[config.mk]
export PLATFORM = sky130hd
export DESIGN_NAME = morse_symbol_assembler_flat
export DESIGN_NICKNAME = d
export VERILOG_FILES = /design/src/rtl/morse_symbol_assembler_if.sv /design/src/rtl/morse_symbol_assembler.sv /design/src/flat_wrapper.sv
export SDC_FILE = /design/constraint.sdc
export NUM_CORES = 1
export LEC_CHECK = 0
export CELL_PAD_IN_SITES_DETAIL_PLACEMENT = 1
export CELL_PAD_IN_SITES_GLOBAL_PLACEMENT = 2
export CORE_ASPECT_RATIO = 1.75
export CORE_MARGIN = 2
export CORE_UTILIZATION = 47
export CTS_CLUSTER_DIAMETER = 100
export DETAILED_ROUTE_END_ITERATION = 10
export GPL_TIMING_DRIVEN = 1
export PLACE_DENSITY = 0.93
export SLEW_MARGIN = 5
export SYNTH_ARGS = -nofsm -noshare
export SYNTH_HDL_FRONTEND = slang
export SYNTH_SLANG_ARGS = --single-unit
[constraint.sdc]
create_clock -name clk -period 7.15 [get_ports clk]
set_input_delay 1.43 -clock clk [delete_from_list [all_inputs] [get_ports clk]]
set_output_delay 1.43 -clock clk [all_outputs]
set_load 0.03 [all_outputs]
[src/rtl/morse_symbol_assembler_if.sv]
// Symbol-pulse input and show-ahead FIFO output bundle of the Morse symbol assembler.
// The producer/consumer side uses master; the assembler uses slave.
interface morse_symbol_assembler_if #(
    parameter int MAX_LEN = 5,
    parameter int DEPTH   = 8
);
    localparam int LW = $clog2(MAX_LEN + 1);
    localparam int CW = $clog2(DEPTH + 1);

    logic               dot;
    logic               dash;
    logic               lg;
    logic               wg;
    logic               out_ready;
    logic               out_valid;
    logic [MAX_LEN-1:0] out_code;
    logic [LW-1:0]      out_len;
    logic               out_space;
    logic               out_err;
    logic [CW-1:0]      level;
    logic               overflow;

    modport master (
        output dot, dash, lg, wg, out_ready,
        input  out_valid, out_code, out_len, out_space, out_err, level, overflow
    );

    modport slave (
        input  dot, dash, lg, wg, out_ready,
        output out_valid, out_code, out_len, out_space, out_err, level, overflow
    );
endinterface

[src/rtl/morse_symbol_assembler.sv]
// Collects dot/dash pulses into code words, closes them on letter/word gaps and
// queues the results in a show-ahead FIFO drained with valid/ready.
module morse_symbol_assembler #(
    parameter int MAX_LEN = 5,
    parameter int DEPTH   = 8
) (
    input  logic                  clk,
    input  logic                  reset_n,
    morse_symbol_assembler_if.slave bus
);
    localparam int LW = $clog2(MAX_LEN + 1);
    localparam int PW = $clog2(DEPTH);
    localparam int CW = $clog2(DEPTH + 1);

    typedef struct packed {
        logic               err;
        logic               space;
        logic [LW-1:0]      len;
        logic [MAX_LEN-1:0] code;
    } entry_t;

    logic [MAX_LEN-1:0] acc_code_q, acc_code_d, cap_code;
    logic [LW-1:0]      acc_len_q, acc_len_d, cap_len;
    logic               acc_err_q, acc_err_d, cap_err;
    logic               close, push;
    entry_t             push_entry;

    entry_t             mem_q [DEPTH];
    logic [PW-1:0]      wr_ptr_q, rd_ptr_q;
    logic [CW-1:0]      level_q;
    logic               ovf_q;
    logic               full, valid, pop, wr_en, drop;
    entry_t             head;

    // The closing entry sees a symbol arriving in the same cycle as the gap.
    always_comb begin
        cap_code = acc_code_q;
        cap_len  = acc_len_q;
        cap_err  = acc_err_q;
        if (bus.dot ^ bus.dash) begin
            if (acc_len_q < LW'(MAX_LEN)) begin
                for (int i = 0; i < MAX_LEN; i++)
                    if (acc_len_q == LW'(i)) cap_code[i] = bus.dash;
                cap_len = acc_len_q + 1'b1;
            end else begin
                cap_err = 1'b1;
            end
        end
        close      = bus.lg | bus.wg;
        push       = bus.wg | (bus.lg & (cap_len != '0));
        push_entry = '{err: cap_err, space: bus.wg, len: cap_len, code: cap_code};
        acc_code_d = close ? '0 : cap_code;
        acc_len_d  = close ? '0 : cap_len;
        acc_err_d  = close ? 1'b0 : cap_err;
    end

    assign full  = (level_q == CW'(DEPTH));
    assign valid = (level_q != '0);
    assign pop   = valid & bus.out_ready;
    // A pop frees the slot in the same cycle, so a full FIFO still accepts a push.
    assign wr_en = push & (~full | pop);
    assign drop  = push & full & ~pop;

    always_ff @(posedge clk or negedge reset_n) begin
        if (!reset_n) begin
            acc_code_q <= '0;
            acc_len_q  <= '0;
            acc_err_q  <= 1'b0;
            wr_ptr_q   <= '0;
            rd_ptr_q   <= '0;
            level_q    <= '0;
            ovf_q      <= 1'b0;
            for (int i = 0; i < DEPTH; i++) mem_q[i] <= '0;
        end else begin
            acc_code_q <= acc_code_d;
            acc_len_q  <= acc_len_d;
            acc_err_q  <= acc_err_d;
            if (wr_en) begin
                mem_q[wr_ptr_q] <= push_entry;
                wr_ptr_q        <= wr_ptr_q + 1'b1;
            end
            if (pop) rd_ptr_q <= rd_ptr_q + 1'b1;
            level_q <= level_q + CW'(wr_en) - CW'(pop);
            if (drop) ovf_q <= 1'b1;
        end
    end

    assign head          = mem_q[rd_ptr_q];
    assign bus.out_valid = valid;
    assign bus.out_code  = valid ? head.code  : '0;
    assign bus.out_len   = valid ? head.len   : '0;
    assign bus.out_space = valid ? head.space : 1'b0;
    assign bus.out_err   = valid ? head.err   : 1'b0;
    assign bus.level     = level_q;
    assign bus.overflow  = ovf_q;
endmodule
[src/flat_wrapper.sv]
// flat-port wrapper written by rule: the top's interface ports become plain ports
module morse_symbol_assembler_flat 
#(
    parameter int MAX_LEN = 5,
    parameter int DEPTH   = 8
)
  (clk, reset_n, bus_dot, bus_dash, bus_lg, bus_wg, bus_out_ready, bus_out_valid, bus_out_code, bus_out_len, bus_out_space, bus_out_err, bus_level, bus_overflow);
  morse_symbol_assembler_if #(.MAX_LEN(MAX_LEN), .DEPTH(DEPTH)) bus_i ();
  input  logic clk;
  input  logic reset_n;
  input wire logic [$bits(bus_i.dot)-1:0] bus_dot;
  input wire logic [$bits(bus_i.dash)-1:0] bus_dash;
  input wire logic [$bits(bus_i.lg)-1:0] bus_lg;
  input wire logic [$bits(bus_i.wg)-1:0] bus_wg;
  input wire logic [$bits(bus_i.out_ready)-1:0] bus_out_ready;
  output wire logic [$bits(bus_i.out_valid)-1:0] bus_out_valid;
  output wire logic [$bits(bus_i.out_code)-1:0] bus_out_code;
  output wire logic [$bits(bus_i.out_len)-1:0] bus_out_len;
  output wire logic [$bits(bus_i.out_space)-1:0] bus_out_space;
  output wire logic [$bits(bus_i.out_err)-1:0] bus_out_err;
  output wire logic [$bits(bus_i.level)-1:0] bus_level;
  output wire logic [$bits(bus_i.overflow)-1:0] bus_overflow;
  assign bus_i.dot = bus_dot;
  assign bus_i.dash = bus_dash;
  assign bus_i.lg = bus_lg;
  assign bus_i.wg = bus_wg;
  assign bus_i.out_ready = bus_out_ready;
  assign bus_out_valid = bus_i.out_valid;
  assign bus_out_code = bus_i.out_code;
  assign bus_out_len = bus_i.out_len;
  assign bus_out_space = bus_i.out_space;
  assign bus_out_err = bus_i.out_err;
  assign bus_level = bus_i.level;
  assign bus_overflow = bus_i.overflow;
  morse_symbol_assembler #(.MAX_LEN(MAX_LEN), .DEPTH(DEPTH)) u_core (.clk(clk), .reset_n(reset_n), .bus(bus_i));
endmodule
---- After elaboration in Yosys (flattened, before gate mapping) ----
Index checks and enable logic that the tools add are counted.
operators by class
  add/sub/neg operators ................... 5
  $lt $le $gt $ge ......................... 4
  equality and inequality tests ........... 5
  muxes and demuxes ....................... 24
  bitwise operators ....................... 13
  reduce and logical (&&, ||, !) cells .... 4
operator list
  cell                   count
  $bwmux W80             1
  $bmux W10 S3           1
  $demux W10 S3          1
  $mux W10               3
  $mux W5                4
  $mux W3                4
  $mux W1                10
  $add A3 B1 Y3 const B  3
  $ge A4 B4 Y1 const B   2
  $not A3 Y4             2
  $eq A3 B2 Y1 const B   2
  $and A1 B1 Y1          5
  $add A4 B1 Y4          1
  $eq A4 B4 Y1 const B   1
  $lt A4 B1 Y1 const B   1
  $reduce_bool A4 Y1     1
  $sub A4 B1 Y4          1
  $eq A3 B1 Y1 const B   1
  $eq A3 B3 Y1 const B   1
  $logic_not A3 Y1       1
  $lt A3 B3 Y1 const B   1
  $or A1 B1 Y1           3
  $reduce_bool A3 Y1     1
  $not A1 Y1             2
  2 further kinds        2
storage, ports and cells
  register bits ........................... 100
  input bits .............................. 7
  output and inout bits ................... 16
  word-level logic and storage cells ...... 94

---- Logic depth before layout (Yosys ltp) ----
  depth in word-level cells ............... 9
  depth in mapped cells ................... 12
  depth with buffers taken out ............ 12

---- Worst setup path before layout ----
OpenSTA, ideal clock, no wires.
  path kind ............................... input to register
  start point ............................. in bus_dot
  end point ............................... reg u_core.level_q[1], in the netlist u_core.bus.level[1]
  data arrival time ....................... 3.195 ns
  data required time ...................... 7.086 ns
  path slack .............................. 3.891 ns
  stages .................................. 10
  path buffers ............................ 2
  path through ............................ buf_4 > xnor2_4 > or4_4 > buf_6 > nand3_2 > inv_1 > ha_1 > inv_1 > fa_1 > inv_1
between the ends
  word-level cells in the longest chain between the ends .. 8
ends and longest elaborated chain
  what                    RTL line                      source
  start: declaration      flat_wrapper.sv:11            input wire logic [$bits(bus_i.dot)-1:0] bus_dot;
  $xor A1 B1 Y1           morse_symbol_assembler.sv:40  if (bus.dot ^ bus.dash) begin
  $mux W3                 morse_symbol_assembler.sv:40
  $reduce_bool A3 Y1      morse_symbol_assembler.sv:50  push = bus.wg | (bus.lg & (cap_len != '0));
  $and A1 B1 Y1           morse_symbol_assembler.sv:50
  $or A1 B1 Y1            morse_symbol_assembler.sv:50
  $and A1 B1 Y1           morse_symbol_assembler.sv:61  assign wr_en = push & (~full | pop);
  via u_core.wr_en        morse_symbol_assembler.sv:32  logic full, valid, pop, wr_en, drop;
  $add A4 B1 Y4           morse_symbol_assembler.sv:83  level_q <= level_q + CW'(wr_en) - CW'(pop);
  $sub A4 B1 Y4           morse_symbol_assembler.sv:83
  end signal: assignment  morse_symbol_assembler.sv:83
  end: declaration        morse_symbol_assembler.sv:30  logic [CW-1:0] level_q;
The timed path passes the listed nets, and every way through them passes these cells.
A chain may end at the register's enable or synchronous reset.

---- Final worst setup path ----
  start point ............................. reg u_core.rd_ptr_q[0]
  end point ............................... out bus_out_space
between the ends
  word-level cells in the longest chain between the ends .. 5
ends and longest elaborated chain
  what                                         RTL line                      source
  start: declaration                           morse_symbol_assembler.sv:29  logic [PW-1:0] wr_ptr_q, rd_ptr_q;
  start signal: assignment                     morse_symbol_assembler.sv:82  if (pop) rd_ptr_q <= rd_ptr_q + 1'b1;
  $not A3 Y4 (implied by the code)             morse_symbol_assembler.sv:88  assign head = mem_q[rd_ptr_q];
  $bmux W10 S3                                 morse_symbol_assembler.sv:88
  $mux W10 (implied by the code) (2 in a row)  morse_symbol_assembler.sv:88
  $mux W1                                      morse_symbol_assembler.sv:92  assign bus.out_space = valid ? head.space : 1'b0;
  end: declaration                             flat_wrapper.sv:19            output wire logic [$bits(bus_i.out_space)-1:0] bus_out_space;
Every way passes these cells. The select of a mux whose other input is x is not followed.

==> reports/metrics.cfg <==
[run_status]
outcome = completed

[worst_setup_path]
r2r_start = u_core.acc_len_q[2]$_DFF_PN0_
critPathArrivalTime_ns = 2.82
crit_type = reg -> out
endpoint_kind = output port
crit_path_max_fanout = 16
worstReg2RegEnd = u_core.bus.level[1]$_DFF_PN0_
reg2reg_slack_ns = 4.16
start_kind = flip-flop
cp.required_ns = 5.72
worstRegToRegCells = 10

[global_routing]
grt_pass1_wl_mm = 19.4
grt_use_total_pct = 23.2
grt_pass1_vias = 3471
antenna_found_initial = 0
grt_max_degree = 86
gr-total-overflow = 0

[yosys]
synth_area_leaders = dfrtp_1, mux2_2, mux4_2
ys_seq_elements = 100
synth_nets = 377
synth_flop_cell = dfrtp_1
synth_top_area_share_pct = 50.1
netlist_area_sq_um = 5000
async_flop_share_pct = 100
yosysMostFrequentCell = dfrtp_1
yosysSeqAreaShare_pct = 50.1
ys_types = 47
avgSynthCellArea_sq_um = 14.0
ys_top_cells_by_count = dfrtp_1, mux2_2, mux4_2, inv_1, nor2_1
netlist_instances = 356
synth_enable_flop_cells = 0
synth_top_area_cell = dfrtp_1
ys_warn_count = 0

[cells_and_area]
drive_gt1_share_pct = 32.5
areaGrowthSynthToFinish_pct = 12.9
n_antenna_cell = 0
nets = 398

[pwr]
power_mw = 2.28
p_leak_nw = 2.61
peakVddDrop_mv = 0.268
power_density_nw_per_um2 = 403

[drt]
drt-total-wl_mm = 12.1
vias_per_cell = 5.97
postRouteAntennaNets = 0
first_pass_iters = 4
post_drt_wl_per_cell_um = 23.8
drt_iter0_drc = 171
drc_errors = 0
vias = 3031

[place]
gp_congestion = 0.794
io_buffers = 22
hpwl_mm = 7.95

[timing]
setup_viol = 0
max-slew-margin-rel_pct = 24.2
max_clock_freq_ghz = 0.235
period_share_pct = 59.5
maxSlewViolCount = 0
fin_skew_ns = 0.00446
setup-tns-final_ns = 0
tightest_slew_ns = 1.14
rsz0062_at_grt = false
period_needed_ns = 4.25
final_hold_viol_count = 0

[floorplanning]
die_y_um = 140
core_area_sq_um = 10300
die_w_um = 82.0
io_pins = 23
rows = 49
fp.dieArea_sq_um = 11500
start_util_pct = 48.5

[clock_network]
cts_setup_buffers = 0
cts_made_buffers = 9
h-tree-depth = 3
cts_tree = yes
cts_buffer_depth = 2
cts-root-buf = clkbuf_16
numClockSinks = 100
clk_pin_slew_ns = 0.06
post_cts_resized = 0
worstSkewPairLatency_ns = 0.34
hold_buffers = 0

[hold_path]
hold_depth = 1
whs_endpoint = u_core.bus.overflow$_DFFE_PN0P_
hp-class = reg -> reg
hp-start = u_core.bus.overflow$_DFFE_PN0P_

[job]
max_cap_violations = 0

==> sequential cells by signal, indices dropped and copies added (netlist names) <==
signal,count
u_core.rd_ptr_q,3
u_core.acc_err_q,1
u_core.bus.level,4
u_core.bus.overflow,1
u_core.wr_ptr_q,3
u_core.acc_len_q,3
u_core.mem_q,80
u_core.acc_code_q,5
==> kinds of logic after synthesis <==
family	after synthesis	share of synthesized area, %
multiplexers	104	27.7
flip-flops	100	50.1
AND/OR/NAND/NOR	57	7.93
AO/OA/AOI/OAI	41	6.01
buffers and inverters	33	3.08
adder cells (fa/ha/maj)	14	3.65
XOR/XNOR	7	1.60
==> worst max path at each step <==
stage | from | slack, ns | cells past startpoint | to
2_1_floorplan | bus_dot | 3.89 | 10 | u_core.bus.level[1]$_DFF_PN0_
4_1_cts | u_core.rd_ptr_q[0]$_DFFE_PN0P_ | 2.86 | 5 | bus_out_space
5_1_grt | u_core.rd_ptr_q[0]$_DFFE_PN0P_ | 2.81 | 5 | bus_out_err
3_3_place_gp | bus_dash | 2.83 | 9 | u_core.bus.level[1]$_DFF_PN0_
3_5_place_dp | bus_dash | 2.70 | 9 | u_core.bus.level[1]$_DFF_PN0_
6_report | u_core.rd_ptr_q[0]$_DFFE_PN0P_ | 2.90 | 5 | bus_out_space
==> where the power goes <==
group	total (mW)	switching, mW	internal [mW]
registers	0.884	0.166	0.719
logic	0.851	0.424	0.427
clock network	0.540	0.206	0.334
==> cell type report <==
| class | count | area [sq um] |
|---|---|---|
| fill | 1030 | 4660 |
| sequential | 100 | 2500 |
| multi-input combinational | 223 | 2340 |
| clock buffer | 12 | 267 |
| timing repair buffer | 24 | 233 |
| tap | 127 | 159 |
| inverter | 19 | 71.3 |
| clock inverter | 3 | 68.8 |
==> worst max-delay path: stages, from the launching register on <==
cell,delay [ns]
dfrtp_1,0.58
buf_4,0.42
mux4_2,0.56
mux2i_1,0.19
nor2_1,0.08
clkdlybuf4s50_1,0.64
==> placed cells by master (no fill, tap or decap), types with 6 or more instances in the layout <==
master / Yosys / layout
a211oi_1: 8 / 8
and2_1: 6 / 6
nor2_1: 16 / 16
mux2_2: 70 / 70
nand2_1: 6 / 6
inv_1: 19 / 19
mux4_2: 20 / 20
dfrtp_1: 100 / 100
clkdlybuf4s50_1: 0 / 21
clkbuf_16: 0 / 9
mux2i_1: 10 / 10
nand3_4: 7 / 7
ha_1: 13 / 13
==> stage by stage <==
stage / instance area (sq um) / hold WS (ns) / instances / util [%] / worst slack [ns]
6_report: 5640 / 0.491 / 508 / 54.8 / 2.90
5_1_grt: 5640 / 0.506 / 508 / 54.8 / 2.81
4_1_cts: 5640 / 0.499 / 508 / 54.8 / 2.86
3_5_place_dp: 5310 / 0.470 / 493 / 51.5 / 2.70
3_3_place_gp: 5310 / 0.469 / 493 / 51.5 / 2.83
2_1_floorplan: 5000 / 0.451 / 356 / - / 3.89
==> per-layer routing <==
layer	wire length, um	track usage [%]	vias up
met1	4780	28.8	1622
met5	0	0	-
li1	-	-	1353
met2	6710	40.4	42
met4	257	8.51	0
met3	323	3.16	14
Note: power is estimated with default switching activity, not from simulation.
